File: config.mk
export PLATFORM = sky130hd
export DESIGN_NAME = run_controller_flat
export DESIGN_NICKNAME = d
export VERILOG_FILES = /design/src/rtl/run_controller_if.sv /design/src/rtl/run_controller.sv /design/src/flat_wrapper.sv
export SDC_FILE = /design/constraint.sdc
export NUM_CORES = 1
export LEC_CHECK = 0
export ABC_AREA = 1
export CAP_MARGIN = 20
export CORE_MARGIN = 4
export CORE_UTILIZATION = 40
export CTS_CLUSTER_DIAMETER = 150
export DETAILED_ROUTE_END_ITERATION = 8
export HOLD_SLACK_MARGIN = 0.05
export PLACE_DENSITY = 0.61
export SLEW_MARGIN = 30
export SYNTH_ARGS = -nofsm -noshare
export SYNTH_HDL_FRONTEND = slang
export SYNTH_SLANG_ARGS = --single-unit
File: constraint.sdc
create_clock -name clock -period 5.2 [get_ports clock]
set_input_delay 1.04 -clock clock [delete_from_list [all_inputs] [get_ports clock]]
set_output_delay 1.04 -clock clock [all_outputs]
set_load 0.01 [all_outputs]
File: src/rtl/run_controller_if.sv
// run_controller_if: host handshake and core start/PC signals of the run sequencer
interface run_controller_if #(
  parameter int PC_BITS  = 10,
  parameter int CNT_BITS = 16
);
  logic                host_req;
  logic                host_ack;
  logic                cpu_start;
  logic [PC_BITS-1:0]  cpu_pc;
  logic                busy;
  logic [CNT_BITS-1:0] cycle_count;
  logic                timed_out;
  modport master (
    output host_req, cpu_pc,
    input  host_ack, cpu_start, busy, cycle_count, timed_out
  );
  modport slave (
    input  host_req, cpu_pc,
    output host_ack, cpu_start, busy, cycle_count, timed_out
  );
endinterface

File: src/rtl/run_controller.sv
// run_controller: turns a four-phase host request into a bounded, timed core run
module run_controller #(
  parameter int PC_BITS        = 10,
  parameter int DONE_ADDR      = 435,
  parameter int START_CYCLES   = 2,
  parameter int CNT_BITS       = 16,
  parameter int TIMEOUT_CYCLES = 50000
) (
  input logic               clock,
  input logic               reset,
  run_controller_if.slave   bus
);
  typedef enum logic [1:0] {IDLE, START, RUN, ACK} state_t;
  state_t              state, state_nx;
  logic [3:0]          hold, hold_nx;
  logic [CNT_BITS-1:0] count, count_nx, count_inc;
  logic                to, to_nx;
  always_ff @(posedge clock) begin
    if (reset) begin
      state <= IDLE;
      hold  <= '0;
      count <= '0;
      to    <= 1'b0;
    end else begin
      state <= state_nx;
      hold  <= hold_nx;
      count <= count_nx;
      to    <= to_nx;
    end
  end
  // done is checked before the watchdog so a coincident completion is not a timeout
  always_comb begin
    state_nx  = state;
    hold_nx   = hold;
    count_nx  = count;
    to_nx     = to;
    count_inc = count + CNT_BITS'(1);
    case (state)
      IDLE: if (bus.host_req) begin
        state_nx = START;
        hold_nx  = 4'(START_CYCLES);
        count_nx = '0;
        to_nx    = 1'b0;
      end
      START: begin
        hold_nx  = hold - 4'd1;
        state_nx = (hold == 4'd1) ? RUN : START;
      end
      RUN: begin
        count_nx = count_inc;
        if (bus.cpu_pc == PC_BITS'(DONE_ADDR)) state_nx = ACK;
        else if (count_inc == CNT_BITS'(TIMEOUT_CYCLES)) begin
          state_nx = ACK;
          to_nx    = 1'b1;
        end
      end
      ACK: state_nx = bus.host_req ? ACK : IDLE;
    endcase
  end
  assign bus.host_ack    = state == ACK;
  assign bus.cpu_start   = state == START;
  assign bus.busy        = state == START || state == RUN;
  assign bus.cycle_count = count;
  assign bus.timed_out   = to;
endmodule

File: src/flat_wrapper.sv
// flat-port wrapper written by rule: the top's interface ports become plain ports
module run_controller_flat 
#(
  parameter int PC_BITS        = 10,
  parameter int DONE_ADDR      = 435,
  parameter int START_CYCLES   = 2,
  parameter int CNT_BITS       = 16,
  parameter int TIMEOUT_CYCLES = 50000
)
  (clock, reset, bus_host_req, bus_cpu_pc, bus_host_ack, bus_cpu_start, bus_busy, bus_cycle_count, bus_timed_out);
  run_controller_if #(.PC_BITS(PC_BITS), .CNT_BITS(CNT_BITS)) bus_i ();
  input logic clock;
  input logic reset;
  input wire logic [$bits(bus_i.host_req)-1:0] bus_host_req;
  input wire logic [$bits(bus_i.cpu_pc)-1:0] bus_cpu_pc;
  output wire logic [$bits(bus_i.host_ack)-1:0] bus_host_ack;
  output wire logic [$bits(bus_i.cpu_start)-1:0] bus_cpu_start;
  output wire logic [$bits(bus_i.busy)-1:0] bus_busy;
  output wire logic [$bits(bus_i.cycle_count)-1:0] bus_cycle_count;
  output wire logic [$bits(bus_i.timed_out)-1:0] bus_timed_out;
  assign bus_i.host_req = bus_host_req;
  assign bus_i.cpu_pc = bus_cpu_pc;
  assign bus_host_ack = bus_i.host_ack;
  assign bus_cpu_start = bus_i.cpu_start;
  assign bus_busy = bus_i.busy;
  assign bus_cycle_count = bus_i.cycle_count;
  assign bus_timed_out = bus_i.timed_out;
  run_controller #(.PC_BITS(PC_BITS), .DONE_ADDR(DONE_ADDR), .START_CYCLES(START_CYCLES), .CNT_BITS(CNT_BITS), .TIMEOUT_CYCLES(TIMEOUT_CYCLES)) u_core (.clock(clock), .reset(reset), .bus(bus_i));
endmodule
==> metrics.csv, run 1 <==
metric,value,unit
status,finished clean,
"antenna viol nets, final",0,
DRT Wirelength,3510,µm
Cells after DPL,328,
main flop type after synthesis,dfxtp_1,
Max Clock Skew,1.19,ps
CTS tree,yes,
RSZ-0062 raised after global routing,no,
post-CTS setup buffer count,0,
VDD IR max,129,µV
Least-Margin Pin Slew,692,ps
TritonCTS Buffers,3,
Mapped Nets,273,
Yosys cell types,24,
crit-path cells,clkdlybuf4s50_1 -> nor2_1 -> inv_1 -> nand2_1 -> clkinv_1 -> nor2_2 -> inv_1 -> a31oi_1 -> nor2_1,
fin. max-slew vios,0,
Critical Path Source Type,primary input,
largest family of logic cells by synthesized area,simple AND/OR/NAND/NOR gates,
dominant cell type by area after synthesis,dfxtp_1,
simple-gate share of the synthesized area,0.420,
Final #Nets,306,
die extent in x,70,µm
Final Wtd Congestion,0.789,
DR vias/cell,4.75,
synthesized instance count,252,
mux cell area share after synthesis,0,
antenna violations before repair,0,
layout cells sized above 1,0.0599,
hold_sp,u_core.bus.timed_out$_SDFFE_PP0P_,
Int Pwr,264,µW
worst-skew pair later-pin latency,260,ps
Max Cap Viol,0,
Crit. Startpoint,bus_host_req,
CP Max Fanout,17,
top cell type's share of synthesized area,0.299,
Worst Hold Class,register to register,
pin count of the biggest net entering global routing,19,
drt first-iter violations,82,
Rel. slew slack,0.537,
post_cts resized,0,
hold buffers post-CTS,0,
delay of the slowest cell on the worst path,670,ps
grt ovf,0,
#FFs+latches synth,23,
post-synthesis sequential area ratio,0.299,
number of synthesized flops with an enable pin,0,
critical path required time,5360,ps
cells on worst reg2reg path,11,
Wirelength per Cell,10.6,µm
Post-Syn Area,0.00154,mm²
number of global-route vias before repair,1459,
Starting Density,0.417,
Seq pwr share,0.516,
sw frac,0.271,
clock-pin slew on the worst setup and hold paths,80,ps
root buf cell,clkbuf_8,
Area Growth Syn to Fin,26.7,%
slowest cell on the critical path,nor2_2,
setup TNS,0,ps
final setup vio count,0,
r2r endpoint,u_core.bus.timed_out$_SDFFE_PP0P_,
min Tclk post-route,3050,ps
CTS Sinks,23,
kind of critical path,primary input to register,
fmax,328,MHz
Post-Layout Cell Count,332,
total die area,0.00490,mm²
asr flop ratio synth,0,
DRC errors left,0,
P_sw,98.3,µW
CP endpoint,u_core.bus.timed_out$_SDFFE_PP0P_,
pwr dens,186,mW/mm²
Fin. Hold Viols,0,
vias,1578,
most frequent cell after synthesis,nand2_1,
post-route clock period utilization,0.587,
part of the power in combinational logic,0.171,
Post-Synth Adder-Cell Area,0.0651,
Worst Path Arrival,3210,ps
Clk pwr share,0.313,
xor/xnor share of the synthesized area,0,
gr usage total,0.153,
endpoint type of the worst setup path,register,
Reg-to-Reg Start,u_core.state[0]$_SDFFE_PP0P_,
# rows,22,
HPWL Detailed,2780,µm
syn_area_per_cell,6.10,µm²
CTS Buffer Depth,2,
Port Buf Inserts,32,
htree depth,1,
IO Count,33,
number of inserted diodes,0,
Synth Area in Compound Gates,0.115,
Pleak,0.000757,µW
"Warnings, synthesis",0,
first-pass GRT wire length,6240,µm
Die H,70,µm
Core ar.,0.00369,mm²
synth cell count leaders,"nand2_1 (87), inv_1 (34), nor2_1 (25)",
drt pass-1 iters,4,
internal reg-to-reg setup slack,2700,ps
largest cells by area after synthesis,"dfxtp_1 (30%), nand2_1 (21%), inv_1 (8.3%)",
==> worst min-delay path by stage <==
stage,slack [ps],depth (start not counted),endpoint
final,490,2,u_core.bus.timed_out$_SDFFE_PP0P_
after global routing,520,1,u_core.hold[0]$_SDFFE_PP0P_
after CTS,490,2,u_core.bus.timed_out$_SDFFE_PP0P_
after detailed placement,470,2,u_core.bus.timed_out$_SDFFE_PP0P_
after global placement,460,2,u_core.bus.timed_out$_SDFFE_PP0P_
after floorplan,450,1,u_core.hold[0]$_SDFFE_PP0P_
==> final cells by class <==
cell class / count / area, µm²
flip-flops and latches: 23 / 460
multi-input cells: 188 / 922
inverters: 37 / 139
fillers: 389 / 1740
repair buffers: 32 / 320
clock buffers: 3 / 41.3
well taps: 48 / 60.1
clock inverters: 1 / 5.00
==> cells by family (layout without fill, tap and decap cells) <==
group	Yosys count	after routing
AND/OR/NAND/NOR	148	148
buffers and inverters	41	73
AO/OA/AOI/OAI	32	32
adder cells (fa/ha/maj)	8	8
flip-flops	23	23
==> critical path: cells and delay by family <==
family                 cells  cell delay (ps)
and+or+nand+nor            4              940
buffers and inverters      4             1050
AOI/OAI and AO/OA          1              190
==> per-stage QoR <==
stage                     setup slack, ps  area [µm²]   util  power [µW]  hold WS (ps)
after floorplan                      3120        1540      -         230           454
after global placement               1960        1900  0.516         254           457
after detailed placement             1870        1900  0.516         254           467
after CTS                            2150        1950  0.528         368           487
after global routing                 1860        1950  0.528         381           520
final                                2150        1950  0.528         362           487
==> registers in the layout (all words and copies together) (netlist names) <==
signal	count
u_core.bus.cycle_count	16
u_core.hold	4
u_core.state	2
u_core.bus.timed_out	1
==> cells in the final DEF (no fill, tap or decap), types with 3 or more instances in the layout <==
cell             instances
inv_1                   34
nand3_2                  4
nor3_1                   4
clkbuf_8                 3
nor2_1                  25
a21oi_1                 19
nand2_1                 87
nand4_1                  4
clkdlybuf4s50_1         32
ha_1                     8
dfxtp_1                 23
nand3_1                 18
o21ai_0                  6
==> layer usage <==
metal	global-route usage	vias to the layer above	share of wire
met1	0.186	689	0.47
li1	-	861	-
met5	0	-	0
met4	0.0383	0	0.0094
met3	0.0288	4	0.037
met2	0.274	24	0.48
==> power groups by stage <==
| stage | registers (µW) | logic [µW] | clock network, µW |
|---|---|---|---|
| final | 187 | 61.8 | 113 |
| after global routing | 188 | 71.9 | 122 |
| after CTS | 187 | 62.7 | 118 |
| after detailed placement | 191 | 62.5 | 0 |
| after global placement | 191 | 62.3 | 0 |
| after floorplan | 191 | 39.6 | 0 |
Note: power is estimated with default switching activity, not from simulation.
==> run 2, diff against run 1 <==
--- a/config.mk
+++ b/config.mk
@@ -12,7 +12,7 @@
 export CTS_CLUSTER_DIAMETER = 150
 export DETAILED_ROUTE_END_ITERATION = 8
 export HOLD_SLACK_MARGIN = 0.05
-export PLACE_DENSITY = 0.61
+export PLACE_DENSITY = 0.64
 export SLEW_MARGIN = 30
 export SYNTH_ARGS = -nofsm -noshare
 export SYNTH_HDL_FRONTEND = slang
==> constraint.sdc (replaced) <==
create_clock -name clock -period 2.8 [get_ports clock]
set_input_delay 0.56 -clock clock [delete_from_list [all_inputs] [get_ports clock]]
set_output_delay 0.56 -clock clock [all_outputs]
set_load 0.01 [all_outputs]
==> metrics.csv, run 2 (synthesized netlist as in run 1, its figures left out) <==
metric,value,unit
status,finished clean,
post-route clock period utilization,0.753,
Starting Density,0.417,
"antenna viol nets, final",0,
number of global-route vias before repair,1429,
number of flip-flops in the largest register,16,
r2r endpoint,u_core.state[1]$_SDFFE_PP0P_,
first-pass GRT wire length,6610,µm
Final #Nets,309,
met1 usage,0.216,
drt pass-1 iters,4,
fin. max-slew vios,0,
layout cells sized above 1,0.0662,
internal reg-to-reg setup slack,850,ps
RSZ-0062 raised after global routing,no,
TritonCTS Buffers,3,
clock-pin slew on the worst setup and hold paths,90,ps
Hold EP,u_core.bus.timed_out$_SDFFE_PP0P_,
Fin. Hold Viols,0,
most frequent cells in the layout,"nand2_1 (87), inv_1 (34), clkdlybuf4s50_1 (32), nor2_1 (25), dfxtp_1 (23)",
antenna violations before repair,0,
min Tclk post-route,2110,ps
CTS Sinks,23,
CTS tree,yes,
fmax,474,MHz
final setup vio count,0,
Least-Margin Pin Slew,305,ps
kind of critical path,register to output port,
Die H,70,µm
Reg-to-Reg Start,u_core.bus.cycle_count[0]$_SDFFE_PP0P_,
Max Clock Skew,4.86,ps
endpoint type of the worst setup path,output port,
pin count of the biggest net entering global routing,19,
worst-skew pair later-pin latency,270,ps
hold_sp,u_core.bus.timed_out$_SDFFE_PP0P_,
CP Max Fanout,4,
critical path required time,2240,ps
met2 GRT Util,0.279,
Final Wtd Congestion,0.780,
total die area,0.00490,mm²
Worst Path Arrival,1550,ps
# fillers,394,
Worst Hold Class,register to register,
Rel. slew slack,0.796,
grt ovf,0,
DRT Wirelength,3860,µm
cells on worst reg2reg path,12,
Critical Path Source Type,register,
number of inserted diodes,0,
IO Count,33,
vias,1596,
die extent in x,70,µm
DR vias/cell,4.76,
setup TNS,0,ps
Area Growth Syn to Fin,28.1,%
Core ar.,0.00369,mm²
drt first-iter violations,159,
M3 GR Usage,0.0273,
pwr dens,345,mW/mm²
Wirelength per Cell,11.5,µm
gr usage total,0.164,
DRC errors left,0,
Max Cap Viol,0,
# rows,22,
"most common cell after layout, fill and taps aside",nand2_1,
hold buffers post-CTS,0,
post_cts resized,0,
HPWL Detailed,3050,µm
CTS Buffer Depth,2,
Tot Pwr,679,µW
Hold Path Cell Cnt,2,
post-CTS setup buffer count,0,
Pleak,0.000770,µW
VDD IR max,293,µV
Port Buf Inserts,32,
htree depth,1,
GRT busiest layer,met2,
root buf cell,clkbuf_8,
## run 2: how the worst max path moves through the flow
stage / start / endpoint / cells after the start / slack, ps
2_1_floorplan: u_core.bus.cycle_count[0]$_SDFFE_PP0P_ / u_core.state[1]$_SDFFE_PP0P_ / 12 / 1010
3_3_place_gp: bus_host_req / u_core.bus.cycle_count[7]$_SDFFE_PP0P_ / 9 / 720
3_5_place_dp: bus_host_req / u_core.bus.cycle_count[13]$_SDFFE_PP0P_ / 9 / 680
4_1_cts: u_core.state[0]$_SDFFE_PP0P_ / bus_busy / 3 / 680
5_1_grt: u_core.bus.cycle_count[1]$_SDFFE_PP0P_ / u_core.state[1]$_SDFFE_PP0P_ / 14 / 570
6_report: u_core.state[1]$_SDFFE_PP0P_ / bus_busy / 3 / 690
## run 2: layout make-up
| type | instances | area, µm² | share of cell area |
|---|---|---|---|
| timing repair buffer | 35 | 343 | 0.174 |
| multi-input combinational | 188 | 922 | 0.468 |
| sequential | 23 | 460 | 0.234 |
| clock buffer | 4 | 45.0 | 0.0229 |
| inverter | 37 | 139 | 0.0705 |
| tap | 48 | 60.1 | 0.0305 |
## run 2: stage by stage
stage          area [µm²]  instances  hold slack (ps)   util  setup slack, ps
2_1_floorplan        1540        252              454      -             1010
3_3_place_gp         1920        331              449  0.522              723
3_5_place_dp         1920        331              458  0.522              677
4_1_cts              1970        335              479  0.534              681
5_1_grt              1970        335              516  0.534              572
6_report             1970        335              475  0.534              691
## run 2: where the power goes
part / internal [µW] / switching [µW]
Clock: 102 / 110
Combinational: 54.3 / 65.1
Sequential: 339 / 8.70
Total: 495 / 184
## run 2: worst max-delay path: stages, from the launching register on
cell and delay, ps:
dfxtp_1 400, inv_1 80, ha_1 270, clkdlybuf4s50_1 530
## run 2: metal layers
metal,part of all wire,vias up
li1,-,864
met1,0.47,702
met2,0.48,28
met3,0.041,2
met4,0.0070,0
met5,0,-
